### src/rtl/mem_req_sequencer.sv
// mem_req_sequencer: client request FIFO replayed one access at a time onto the memory handshake
//
// Ports
//   clk_i, reset_ni                  clock (rising edge), asynchronous active-low reset
//   req_valid_i/req_ready_o          client request handshake; req_ready_o=0 while the FIFO is full
//   req_op_i, req_addr_i, req_data_i request fields (op 1=write, 0=read)
//   rsp_valid_o/rsp_ready_i          response handshake, single held response register
//   rsp_op_o, rsp_data_o             op of the completed request, read data (0 for writes/timeouts)
//   rsp_status_o                     memory status, 2'b11 marks a timeout
//   mem_clr_o, mem_en_o              memory reset (clears its ready) and enable
//   mem_op_o, mem_addr_o, mem_datain_o  access command, held stable for the whole access
//   mem_dataout_i, mem_status_i, mem_ready_i  memory results
module mem_req_sequencer #(
    parameter int ADDR_W     = 8,
    parameter int DATA_W     = 8,
    parameter int FIFO_DEPTH = 4,
    parameter int TIMEOUT    = 64
) (
    input  logic              clk_i,
    input  logic              reset_ni,
    input  logic              req_valid_i,
    output logic              req_ready_o,
    input  logic              req_op_i,
    input  logic [ADDR_W-1:0] req_addr_i,
    input  logic [DATA_W-1:0] req_data_i,
    output logic              rsp_valid_o,
    input  logic              rsp_ready_i,
    output logic              rsp_op_o,
    output logic [DATA_W-1:0] rsp_data_o,
    output logic [1:0]        rsp_status_o,
    output logic              mem_clr_o,
    output logic              mem_en_o,
    output logic              mem_op_o,
    output logic [ADDR_W-1:0] mem_addr_o,
    output logic [DATA_W-1:0] mem_datain_o,
    input  logic [DATA_W-1:0] mem_dataout_i,
    input  logic [1:0]        mem_status_i,
    input  logic              mem_ready_i
);
    localparam int PW = $clog2(FIFO_DEPTH);
    localparam int CW = $clog2(TIMEOUT + 1);
    localparam int EW = 1 + ADDR_W + DATA_W;
    localparam logic [PW:0]   FULL = (PW + 1)'(FIFO_DEPTH);
    localparam logic [CW-1:0] TMAX = CW'(TIMEOUT - 1);

    typedef enum logic [1:0] {IDLE, CLR, ISSUE} state_t;

    state_t            state_q;
    logic [EW-1:0]     fifo_q [FIFO_DEPTH];
    logic [PW-1:0]     wr_ptr_q, rd_ptr_q;
    logic [PW:0]       fill_q, fill_d;
    logic [CW-1:0]     tmo_q;
    logic              rsp_valid_q, rsp_op_q;
    logic [DATA_W-1:0] rsp_data_q;
    logic [1:0]        rsp_status_q;
    logic              mem_clr_q, mem_en_q, mem_op_q;
    logic [ADDR_W-1:0] mem_addr_q;
    logic [DATA_W-1:0] mem_datain_q;
    logic              push, pop;
    logic [EW-1:0]     head;

    assign req_ready_o = fill_q != FULL;
    assign push        = req_valid_i && req_ready_o;
    // The head leaves the FIFO either to be issued or to be answered as a CLR timeout.
    assign pop         = state_q == CLR && (!mem_ready_i || tmo_q == TMAX);
    assign head        = fifo_q[rd_ptr_q];
    assign fill_d      = fill_q + (PW + 1)'(push) - (PW + 1)'(pop);

    assign rsp_valid_o  = rsp_valid_q;
    assign rsp_op_o     = rsp_op_q;
    assign rsp_data_o   = rsp_data_q;
    assign rsp_status_o = rsp_status_q;
    assign mem_clr_o    = mem_clr_q;
    assign mem_en_o     = mem_en_q;
    assign mem_op_o     = mem_op_q;
    assign mem_addr_o   = mem_addr_q;
    assign mem_datain_o = mem_datain_q;

    always_ff @(posedge clk_i) begin
        if (push) fifo_q[wr_ptr_q] <= {req_op_i, req_addr_i, req_data_i};
    end

    always_ff @(posedge clk_i or negedge reset_ni) begin
        if (!reset_ni) begin
            wr_ptr_q <= '0;
            rd_ptr_q <= '0;
            fill_q   <= '0;
        end else begin
            wr_ptr_q <= wr_ptr_q + PW'(push);
            rd_ptr_q <= rd_ptr_q + PW'(pop);
            fill_q   <= fill_d;
        end
    end

    always_ff @(posedge clk_i or negedge reset_ni) begin
        if (!reset_ni) begin
            state_q      <= IDLE;
            tmo_q        <= '0;
            rsp_valid_q  <= 1'b0;
            rsp_op_q     <= 1'b0;
            rsp_data_q   <= '0;
            rsp_status_q <= '0;
            mem_clr_q    <= 1'b1;
            mem_en_q     <= 1'b0;
            mem_op_q     <= 1'b0;
            mem_addr_q   <= '0;
            mem_datain_q <= '0;
        end else begin
            if (rsp_valid_q && rsp_ready_i) rsp_valid_q <= 1'b0;
            case (state_q)
                IDLE: begin
                    mem_clr_q <= 1'b1;
                    mem_en_q  <= 1'b0;
                    // A pending response blocks the next access so responses never overtake.
                    if (fill_q != '0 && !rsp_valid_q) begin
                        tmo_q   <= '0;
                        state_q <= CLR;
                    end
                end
                CLR: begin
                    if (!mem_ready_i) begin
                        {mem_op_q, mem_addr_q, mem_datain_q} <= head;
                        mem_clr_q <= 1'b0;
                        mem_en_q  <= 1'b1;
                        tmo_q     <= '0;
                        state_q   <= ISSUE;
                    end else if (tmo_q == TMAX) begin
                        rsp_valid_q  <= 1'b1;
                        rsp_op_q     <= head[EW-1];
                        rsp_data_q   <= '0;
                        rsp_status_q <= 2'b11;
                        tmo_q        <= '0;
                        state_q      <= IDLE;
                    end else begin
                        tmo_q <= tmo_q + 1'b1;
                    end
                end
                ISSUE: begin
                    if (mem_ready_i || tmo_q == TMAX) begin
                        rsp_valid_q  <= 1'b1;
                        rsp_op_q     <= mem_op_q;
                        rsp_data_q   <= (mem_ready_i && !mem_op_q) ? mem_dataout_i : '0;
                        rsp_status_q <= mem_ready_i ? mem_status_i : 2'b11;
                        mem_en_q     <= 1'b0;
                        mem_clr_q    <= 1'b1;
                        tmo_q        <= '0;
                        state_q      <= IDLE;
                    end else begin
                        tmo_q <= tmo_q + 1'b1;
                    end
                end
                default: state_q <= IDLE;
            endcase
        end
    end

    a_en_clr: assert property (@(posedge clk_i) disable iff (!reset_ni) !(mem_en_o && mem_clr_o));
    a_no_overflow: assert property (@(posedge clk_i) disable iff (!reset_ni) fill_q <= FULL);
endmodule

### config.mk
export PLATFORM = sky130hd
export DESIGN_NAME = mem_req_sequencer
export DESIGN_NICKNAME = d
export VERILOG_FILES = /design/src/rtl/mem_req_sequencer.sv
export SDC_FILE = /design/constraint.sdc
export NUM_CORES = 1
export LEC_CHECK = 0
export BUFFER_PORTS_ARGS = -buffer_cell sky130_fd_sc_hd__buf_2
export CORE_UTILIZATION = 40
export CTS_BUF_LIST = sky130_fd_sc_hd__clkbuf_2
export DETAILED_ROUTE_END_ITERATION = 10
export GPL_ROUTABILITY_DRIVEN = 0
export MAX_ROUTING_LAYER = met4
export PLACE_DENSITY = 0.69
export SLEW_MARGIN = 10
export SYNTH_ARGS = -nofsm -noshare
export SYNTH_HDL_FRONTEND = slang
export SYNTH_SLANG_ARGS = --single-unit
### constraint.sdc
create_clock -name clk_i -period 7.8 [get_ports clk_i]
set_clock_uncertainty 0.2 [all_clocks]
set_input_delay 2.34 -clock clk_i [delete_from_list [all_inputs] [get_ports clk_i]]
set_output_delay 2.34 -clock clk_i [all_outputs]
set_load 0.1 [all_outputs]
# Word level (Yosys, flattened, before mapping)
# Memory sizes are Yosys's and may differ from the RTL's.
# Cells that the tools add are included.
# W data, S select, Z words.
# totals
reg_bits,47
ram_bits,68
input_bits,32
mem_count,1
# op_classes
addsub,5
eq_ne,10
mux,37
n_bitwise,1
reduce_logical,19
# memory_table
name,words,word_bits,read_ports,rd_ports_with_merged_regs,wr,line_no,source
fifo_q,4,17,1,0,1,49,logic [EW-1:0] fifo_q [FIFO_DEPTH];
# op_table
operator,count
$mux W8,4
$mux W7,4
$pmux W7 S3,1
$mux W2,8
$pmux W8 S2,1
$mux W1,13
$ne A2 B2 Y1 const B,4
$add A7 B1 Y7 const B,1
$eq A7 B6 Y1 const B,1
$pmux W1 S3,2
$pmux W2 S3,1
$reduce_and A3 Y1,2
$reduce_bool A3 Y1,2
$logic_and A1 B1 Y1,5
$add A2 B1 Y2,2
$pmux W1 S2,2
$pmux W2 S2,1
$reduce_and A2 Y1,2
$reduce_and A4 Y1,1
$add A3 B1 Y3,1
$logic_not A1 Y1,3
$ne A3 B2 Y1 const B,1
$ne A3 B3 Y1 const B,1
$sub A3 B1 Y3,1
7 further kinds,8

# Depth between registers and ports, before layout
# Gate-level depths: netlist (run 1).
# depth
depth_word,5
ltp_mapped,10

# Worst setup path before layout (run 1)
# No wires, ideal clock.
# synth_timing
kind,input -> register
from,input req_valid_i
to,"memory fifo_q[1][0] in the netlist's numbering, enable pin"
arrival_ns,3.798
required_time_ns,7.184
path_slack_ns,3.385
cell_stages,2
cell_sequence,nand2_1 nor3b_1
# synth_between
elab_chain_cells,3
# synth_lines
item,line_no,source
from (decl),21,"input logic req_valid_i,"
$logic_and A1 B1 Y1,63,assign push = req_valid_i && req_ready_o;
$mux W1,80,"if (push) fifo_q[wr_ptr_q] <= {req_op_i, req_addr_i, req_data_i};"
$mux W1 (not written as such),80,
to (decl),49,
# No other way between the ends.

# Worst setup path in the final report (run 1)
# layout_timing
from,register fill_q[1]
to,output req_ready_o
# layout_between
elab_chain_cells,1
# layout_lines
item,line_no,source
from (decl),51,"logic [PW:0] fill_q, fill_d;"
from (signal assigned),91,fill_q <= fill_d;
$ne A3 B3 Y1,62,assign req_ready_o = fill_q != FULL;
to (decl),22,"output logic req_ready_o,"
# No other way between the ends.

==> results of run 1 <==
[layout make-up]
class	instances	area (sq um)
fill	999	5930
sequential	115	3220
multi-input combinational	140	1370
timing repair buffer	69	360
clock inverter	15	206
tap	143	179
clock buffer	17	85.1
inverter	19	71.3
[metrics by stage]
step / area [sq um] / hold WS, ns / setup slack [ns]
finish: 5490 / 0.330 / 3.53
global route: 5490 / 0.355 / 3.38
CTS: 5490 / 0.339 / 3.45
detailed placement: 5200 / 0.295 / 3.37
global placement: 5200 / 0.289 / 3.46
floorplan: 4690 / 0.289 / 3.39
[worst max-delay path, cell delays in order (launching register included)]
cell     delay, ns
dfrtp_1       0.50
nor2_1        0.06
nand2_1       0.11
buf_2         0.44
[state kept, by name, summed over array words and instances, names as in the netlist]
register	cells
wr_ptr_q	2
mem_addr_o	8
mem_op_o	1
tmo_q	7
rsp_data_o	8
mem_datain_o	8
rsp_status_o	2
rsp_op_o	1
fill_q	3
state_q	2
rsp_valid_o	1
fifo_q	68
mem_en_o	1
rd_ptr_q	2
mem_clr_o	1
[layer usage]
layer / share of wire / wire length (um)
met1: 0.44 / 3770
met2: 0.51 / 4350
met3: 0.045 / 389
met4: 0.0068 / 58
met5: 0 / 0
[cell usage after synthesis, types with 2 or more instances]
master	n	area, sq um
and3_1	2	12.5
mux4_2	10	225
mux2_2	20	225
nor3b_1	2	15.0
xor2_1	4	35.0
o31ai_1	2	15.0
a21oi_1	5	25.0
buf_6	2	22.5
edfxtp_1	68	2040
mux4_1	7	184
buf_2	5	25.0
nand3_1	5	25.0
dfrtp_1	46	1150
a211oi_1	2	15.0
nor3_1	2	10.0
inv_1	19	71.3
mux2i_1	10	100
nand3b_1	2	15.0
ha_1	7	87.6
nand2_1	18	67.6
o21ai_0	6	30.0
o311a_1	2	20.0
nor2_1	11	41.3
clkbuf_1	2	7.51
xnor2_1	5	43.8
[worst min path at each step]
stage	end	start	depth (start not counted)
finish	mem_datain_o[3]$_DFFE_PN0P_	mem_datain_o[3]$_DFFE_PN0P_	1
global route	mem_datain_o[7]$_DFFE_PN0P_	mem_datain_o[7]$_DFFE_PN0P_	1
CTS	mem_addr_o[1]$_DFFE_PN0P_	mem_addr_o[1]$_DFFE_PN0P_	1
detailed placement	mem_addr_o[1]$_DFFE_PN0P_	mem_addr_o[1]$_DFFE_PN0P_	1
global placement	mem_addr_o[6]$_DFFE_PN0P_	mem_addr_o[6]$_DFFE_PN0P_	1
floorplan	tmo_q[1]$_DFFE_PN0P_	tmo_q[1]$_DFFE_PN0P_	2
[cells by family (layout without fill, tap and decap cells)]
logic type,Yosys count,count (layout),synth area share
multiplexers,47,47,0.157
adder cells (fa/ha/maj),8,8,0.0229
AO/OA/AOI/OAI,26,26,0.0384
AND/OR/NAND/NOR,50,50,0.0523
buffers and inverters,28,120,0.0269
XOR/XNOR,9,9,0.0168
flip-flops,115,115,0.686
[placed cells by master, fill, tap and decap left out, types with 2 or more instances in the layout]
cell / count
edfxtp_1: 68
buf_2: 63
dfrtp_1: 46
mux2_2: 20
inv_1: 19
nand2_1: 18
clkbuf_2: 17
nor2_1: 11
mux4_2: 10
mux2i_1: 10
mux4_1: 7
ha_1: 7
o21ai_0: 6
inv_6: 6
buf_4: 6
nand3_1: 5
a21oi_1: 5
xnor2_1: 5
inv_8: 5
xor2_1: 4
bufinv_16: 3
nor3_2: 2
a211oi_1: 2
nor3b_2: 2
and3_1: 2
o31ai_1: 2
nand3b_1: 2
o311a_1: 2
==> flow_summary.toml, run 1 <==
[timing]
max_freq_mhz = 234
rsz0062_at_grt = "false"
final_max_slew_viol_count = 0
worst-slew-pin-transition_ns = 0.917
setup_tns_ns = 0
setup_viol = 0
finalHoldViolations = 0
slew_headroom = 0.388
min_period_ns = 4.27
fin_crit_sh = 0.548

[worst_setup_path]
start_kind = "register"
required_ns = 5.26
r2r-end = "fill_q[2]$_DFF_PN0_"
crit_type = "register to output pin"
reg2reg_depth = 10
r2r_slack_ns = 4.93
crit_start = "fill_q[1]$_DFF_PN0_"
endpoint_kind = "output pin"
arrival_ns = 1.73
r2r_start = "tmo_q[0]$_DFFE_PN0P_"
worstPathMaxFanout = 5
endpoint = "req_ready_o"

[floorplan]
initial_core_util = 0.411
die_x_um = 110
core_area_sq_mm = 0.0114
row_count = 39
ios = 64
die-height_um = 110
die_area_sq_mm = 0.0122

[clocking]
clk-insertion-delay-late_ns = 0.63
cts.htree.levels = 4
post_cts_buffers = 0
cts_made_buffers = 17
clkSinkCount = 115
cts_resized = 0
cts.root.buffer_cell = "clkbuf_2"
cts_hold_buffers = 0
cts_tree = "built"
clk_pin_slew_ns = 0.20
clockBufferDepth = 2

[status]
violations = "DRC"
outcome = "finished with violations"

[cells_and_area]
n_antenna_cell = 0
final_util = 0.481
drive_above_1_share = 0.371
syn2layout_area_growth_pct = 17.0
fin_cells = 518
nets = 402

[route]
drcViolationCount = 2
drt-pass1-iter-count = 7
drtAntennaViolNets = 0
viasPerCell = 5.09
wire_per_inst_um = 16.5
wl_mm = 8.57
drtIter0Drc = 88
vias = 2637

[synthesis]
synth.distinct_cells = 44
seq_area_frac_synth = 0.686
yosys_most_used_dff = "edfxtp_1"
ys_ff_latch = 115
synth_area_per_cell_sq_um = 16.6
yosys_warnings = 0
syn-num-nets = 323
syn_area_sq_mm = 0.00469
synthCells = 283
async_reset_ff_frac = 0.409
synth_edf_count = 68

[global_routing]
gr-total-overflow = 0
use_met2 = 0.270
grt_max_degree = 48
grt.total_usage = 0.162
use_met1 = 0.189
grt_pass1_vias = 2778
grtUsageMet3 = 0.0441
antenna_found_initial = 0
busiest_layer = "met2"
grt_pass1_wl_mm = 13.7

[job]
drv_cap = 0

[placement]
numPortBuffers = 63
post-place-cells = 486
dpl.hpwl_mm = 5.61

[worst_hold_path]
hp-class = "register to register"
Power of run 1 is left out: the tool's default activity adds up to more than one toggle a clock period on the data nets, which glitch-free logic cannot reach.
==> inputs of run 2 (changes only) <==
Settings changed: ABC_AREA set to 1, PLACE_DENSITY 0.69 to 0.71.
Clock period 7.8 ns to 3.7 ns, I/O delays scaled along.
==> flow_summary.toml, run 2 <==
[worst_setup_path]
cpMaxStageDelayCell = "dfrtp_1"
max_stage_delay_ns = 0.46
crit_type = "register to output pin"
arrival_ns = 1.70
start_kind = "register"
path_cells = "nor2_1 -> nand2_1 -> buf_2"
required_ns = 2.39
worstPathMaxFanout = 3
endpoint_kind = "output pin"

[synthesis]
yosys_warnings = 0
synth_common_cells = "nor2_1, edfxtp_1, nand2_1"
yosysMostFrequentCell = "nor2_1"
yosysTopAreaCell = "edfxtp_1"
seq_area_frac_synth = 0.671
synth.distinct_cells = 29
synth_top_area_frac = 0.426
ys_ff_latch = 115
yosys_most_used_dff = "edfxtp_1"
synth.area.top_cells = "edfxtp_1, dfrtp_1, nor2_1, nand2_1, o21ai_0"
syn-num-nets = 474
syn_area_sq_mm = 0.00479
synth_area_per_cell_sq_um = 11.0
async_reset_ff_frac = 0.409
synth_edf_count = 68
synthCells = 434

[floorplan]
die-height_um = 111
row_count = 39
die_area_sq_mm = 0.0124
core_area_sq_mm = 0.0116
initial_core_util = 0.415
die_x_um = 111
ios = 64

[cells_and_area]
regMostFlops = "fifo_q"
fin_cells = 665
largest_reg_flops = 68
num-fill-cells = 1033
mostFrequentLayoutCells = "nor2_1, edfxtp_1, nand2_1"
drive_above_1_share = 0.261
final_util = 0.479
nets = 548
syn2layout_area_growth_pct = 15.5
layout_commonest_cell = "nor2_1"

[clocking]
clk_pin_slew_ns = 0.20
post_cts_buffers = 0
cts_tree = "built"
clkSinkCount = 115
cts.root.buffer_cell = "clkbuf_2"
clockBufferDepth = 2
cts_hold_buffers = 0
cts_made_buffers = 17
cts_resized = 0
cts.htree.levels = 4
clk-insertion-delay-late_ns = 0.65

[timing]
slew_headroom = 0.499
max_freq_mhz = 332
setup_viol = 0
setup_tns_ns = 0
final_max_slew_viol_count = 0
min_period_ns = 3.01
finalHoldViolations = 0
rsz0062_at_grt = "false"
fin_crit_sh = 0.813
worst-slew-pin-transition_ns = 0.749

[pwr]
vdd_drop_max_v = 0.000836
p_leak_uw = 0.00235
powerDensity_mw_per_mm2 = 910

[global_routing]
grt_pass1_vias = 3219
gr-total-overflow = 0
antenna_found_initial = 1
grt.total_usage = 0.165
grt_pass1_wl_mm = 15.2
grt_max_degree = 37

[placement]
numPortBuffers = 63
dpl.hpwl_mm = 5.85
post-place-cells = 632

[route]
wl_mm = 9.23
wire_per_inst_um = 13.9
viasPerCell = 4.98
drt-pass1-iter-count = 7
drcViolationCount = 6
drtIter0Drc = 302
vias = 3309
drtAntennaViolNets = 0

[status]
violations = "DRC"
outcome = "finished with violations"

[job]
drv_cap = 0

[worst_hold_path]
hp-class = "primary input to asynchronous set/reset pin"
run 2: cell count changes in the layout (fill, tap and decap cells not counted), moves of 9 or more:
cell and change:
nor2_1 +84, nand2_1 +46, o21ai_0 +29, mux2_2 -20, a31oi_1 +16, o21ai_2 +11, mux2i_1 -10, mux4_2 -10
nand3_1 +9
run 2: metal layers:
layer,up-vias,part of all wire,track usage
met4,0,0.0068,0.0577
li1,1624,-,-
met1,1557,0.44,0.195
met2,116,0.48,0.258
met5,-,0,-
met3,12,0.068,0.0631
run 2: cells by family after synthesis:
| family | share of synthesized area |
|---|---|
| XOR/XNOR | 0.00731 |
| buffers and inverters | 0.0384 |
| adder cells (fa/ha/maj) | 0.0224 |
| AO/OA/AOI/OAI | 0.0877 |
| AND/OR/NAND/NOR | 0.173 |
| flip-flops | 0.671 |
run 2: per-stage QoR:
| stage | hold slack [ns] | power, uW | area, sq um | setup slack (ns) |
|---|---|---|---|---|
| after floorplan | 0.279 | 3730 | 4790 | 0.438 |
| after global placement | 0.260 | 4160 | 5280 | 1.06 |
| after detailed placement | 0.266 | 4220 | 5280 | 1.02 |
| after CTS | 0.0779 | 5080 | 5540 | 0.612 |
| after global routing | 0.0512 | 5330 | 5540 | 0.507 |
| final | 0.123 | 5040 | 5540 | 0.692 |
run 2: critical path: cells and delay by family (launching register included):
kind	cells	cell delay (ns)
buf+inv	1	0.43
flops	1	0.46
simple gates	2	0.16
run 2: worst paths after layout:
| kind | startpoint | end | slack [ns] | cells past startpoint |
|---|---|---|---|---|
| min | reset_ni | tmo_q[2]$_DFFE_PN0P_ | 0.12 | 1 |
| max reg2reg | tmo_q[0]$_DFFE_PN0P_ | fill_q[2]$_DFF_PN0_ | 1.32 | 13 |
| min in group clk_i | rsp_data_o[3]$_DFFE_PN0P_ | rsp_data_o[3]$_DFFE_PN0P_ | 0.30 | 2 |
| max in group asynchronous | reset_ni | state_q[1]$_DFFE_PN0P_ | 2.40 | 2 |
| max | fill_q[1]$_DFF_PN0_ | req_ready_o | 0.69 | 3 |
| min reg2reg | rsp_data_o[3]$_DFFE_PN0P_ | rsp_data_o[3]$_DFFE_PN0P_ | 0.30 | 2 |
run 2: final cells by class:
| cell class | instances | area (sq um) | share of cell area |
|---|---|---|---|
| clock inverter | 15 | 171 | 0.0310 |
| antenna | 1 | 2.50 | 0.000452 |
| inverter | 27 | 101 | 0.0183 |
| sequential | 115 | 3220 | 0.581 |
| multi-input combinational | 277 | 1410 | 0.255 |
| tap | 143 | 179 | 0.0323 |
| timing repair buffer | 70 | 368 | 0.0664 |
| clock buffer | 17 | 85.1 | 0.0154 |
run 2: report_power, final:
part | switching, uW | internal [uW] | total [uW]
Sequential | 155 | 1710 | 1870
Combinational | 1830 | 470 | 2300
Clock | 534 | 332 | 866
Total | 2520 | 2520 | 5040
Power figures use the tool's default switching activity.
==> inputs of run 3 (changes only) <==
Clock period 3.7 ns to 2.5 ns, I/O delays scaled along.
==> flow_summary.toml, run 3 (synthesized netlist as in run 2, its figures left out) <==
[worst_setup_path]
crit_type = "register to output pin"
reg2reg_depth = 13
r2r-end = "fill_q[1]$_DFF_PN0_"
r2r_slack_ns = 0.22
arrival_ns = 1.48
endpoint = "req_ready_o"
crit_start = "fill_q[0]$_DFF_PN0_"
r2r_start = "tmo_q[0]$_DFFE_PN0P_"
start_kind = "register"
required_ns = 1.55
worstPathMaxFanout = 2
endpoint_kind = "output pin"

[global_routing]
antenna_found_initial = 1
grt_pass1_vias = 3452
grt.total_usage = 0.177
grt_max_degree = 48
grt_pass1_wl_mm = 16.3
gr-total-overflow = 0

[floorplan]
die_x_um = 111
ios = 64
die_area_sq_mm = 0.0124
core_area_sq_mm = 0.0116
initial_core_util = 0.415
row_count = 39
die-height_um = 111

[placement]
place_area_sq_mm = 0.00535
numPortBuffers = 63
place_ws_ns = 0.187
dpl.hpwl_mm = 6.18
post-place-cells = 636

[worst_hold_path]
min-delay-start = "req_addr_i[0]"
hp-class = "primary input to register"

[cells_and_area]
regMostFlops = "fifo_q"
fin_cells = 675
mostFrequentLayoutCells = "nor2_1, edfxtp_1, nand2_1"
syn2layout_area_growth_pct = 20.0
num-fill-cells = 1054
drive_above_1_share = 0.275
nets = 558
final_util = 0.498
stdcell_area_sq_mm = 0.00576
layout_commonest_cell = "nor2_1"
largest_reg_flops = 68

[timing]
setup_viol = 0
fin_ws_ns = 0.0657
worst-slew-pin-transition_ns = 0.487
min_period_ns = 2.43
finalHoldViolations = 0
fin_crit_sh = 0.974
max_freq_mhz = 411
final_max_slew_viol_count = 0
slew_headroom = 0.677
rsz0062_at_grt = "true"

[route]
vias = 3349
drcViolationCount = 10
wire_per_inst_um = 14.5
drtAntennaViolNets = 0
viasPerCell = 4.96
drt-pass1-iter-count = 8
drtIter0Drc = 237
wl_mm = 9.79

[status]
violations = "DRC"
outcome = "finished with violations"

[job]
drv_cap = 0

[clocking]
clk-insertion-delay-late_ns = 0.66
clockBufferDepth = 2
clkSinkCount = 115
cts.root.buffer_cell = "clkbuf_2"
clk_pin_slew_ns = 0.22
cts_made_buffers = 17
cts.htree.levels = 4
cts_tree = "built"

[pwr]
pwr-share-seq = 0.362
p_leak_uw = 0.00242
swShare = 0.493
fin_total_pwr_uw = 7720
power_switching_uw = 3810
p_int_uw = 3910
clockPowerShare = 0.167
power_frac_comb = 0.471
vdd_drop_max_v = 0.000874
powerDensity_mw_per_mm2 = 1340
==> run 3: stage by stage <==
stage / setup TNS, ns / hold slack, ns
floorplan: 0 / 0.254
global placement: 0 / 0.259
detailed placement: 0 / 0.263
CTS: -0.00260 / 0.0224
global route: -0.0598 / 0.000870
finish: 0 / 0.0933
==> run 3: layout make-up <==
cell class	instances	area [sq um]	area share
antenna	1	2.50	0.000435
clock buffer	18	90.1	0.0157
clock inverter	14	166	0.0289
inverter	27	101	0.0176
multi-input combinational	277	1450	0.252
sequential	115	3220	0.559
tap	143	179	0.0311
timing repair buffer	80	548	0.0952
==> run 3: what timing repair did <==
action,CTS,global route
buffers inserted,1,2
hold endpoints to repair,46,7
resized for setup,10,24
hold buffers,1,2
endpoints found under the setup margin,7,25
==> run 3: worst min-delay path by stage <==
stage                                        endpoint  slack, ns  depth (start not counted)
after global placement    rsp_status_o[0]$_DFFE_PN0P_       0.26                          2
final                          fifo_q[3][8]$_DFFE_PP_       0.09                          1
after detailed placement  rsp_status_o[1]$_DFFE_PN0P_       0.26                          2
after floorplan                   fill_q[0]$_DFF_PN0_       0.25                          0
after global routing           fifo_q[3][8]$_DFFE_PP_     0.0009                          1
after CTS                      fifo_q[1][9]$_DFFE_PP_       0.02                          1
==> run 3: power groups by stage <==
| stage | logic [uW] | registers (uW) | clock network (uW) |
|---|---|---|---|
| 6_report | 3640 | 2790 | 1290 |
| 2_1_floorplan | 1410 | 4170 | 0 |
| 5_1_grt | 3910 | 2840 | 1410 |
| 4_1_cts | 3570 | 2790 | 1330 |
| 3_5_place_dp | 3500 | 2830 | 0 |
| 3_3_place_gp | 3430 | 2800 | 0 |
==> run 3: per-layer routing <==
layer	wire [um]	vias up	global-route usage	part of all wire
met5	0	-	-	0
met4	74	0	0.0658	0.0076
met3	599	8	0.0577	0.061
met2	5000	102	0.300	0.51
met1	4110	1592	0.195	0.42
li1	-	1647	-	-
==> run 3: critical path, stage by stage (launching register included) <==
cell and delay, ns:
dfrtp_1 0.43, nor2_2 0.15, nand2_2 0.09, buf_8 0.18
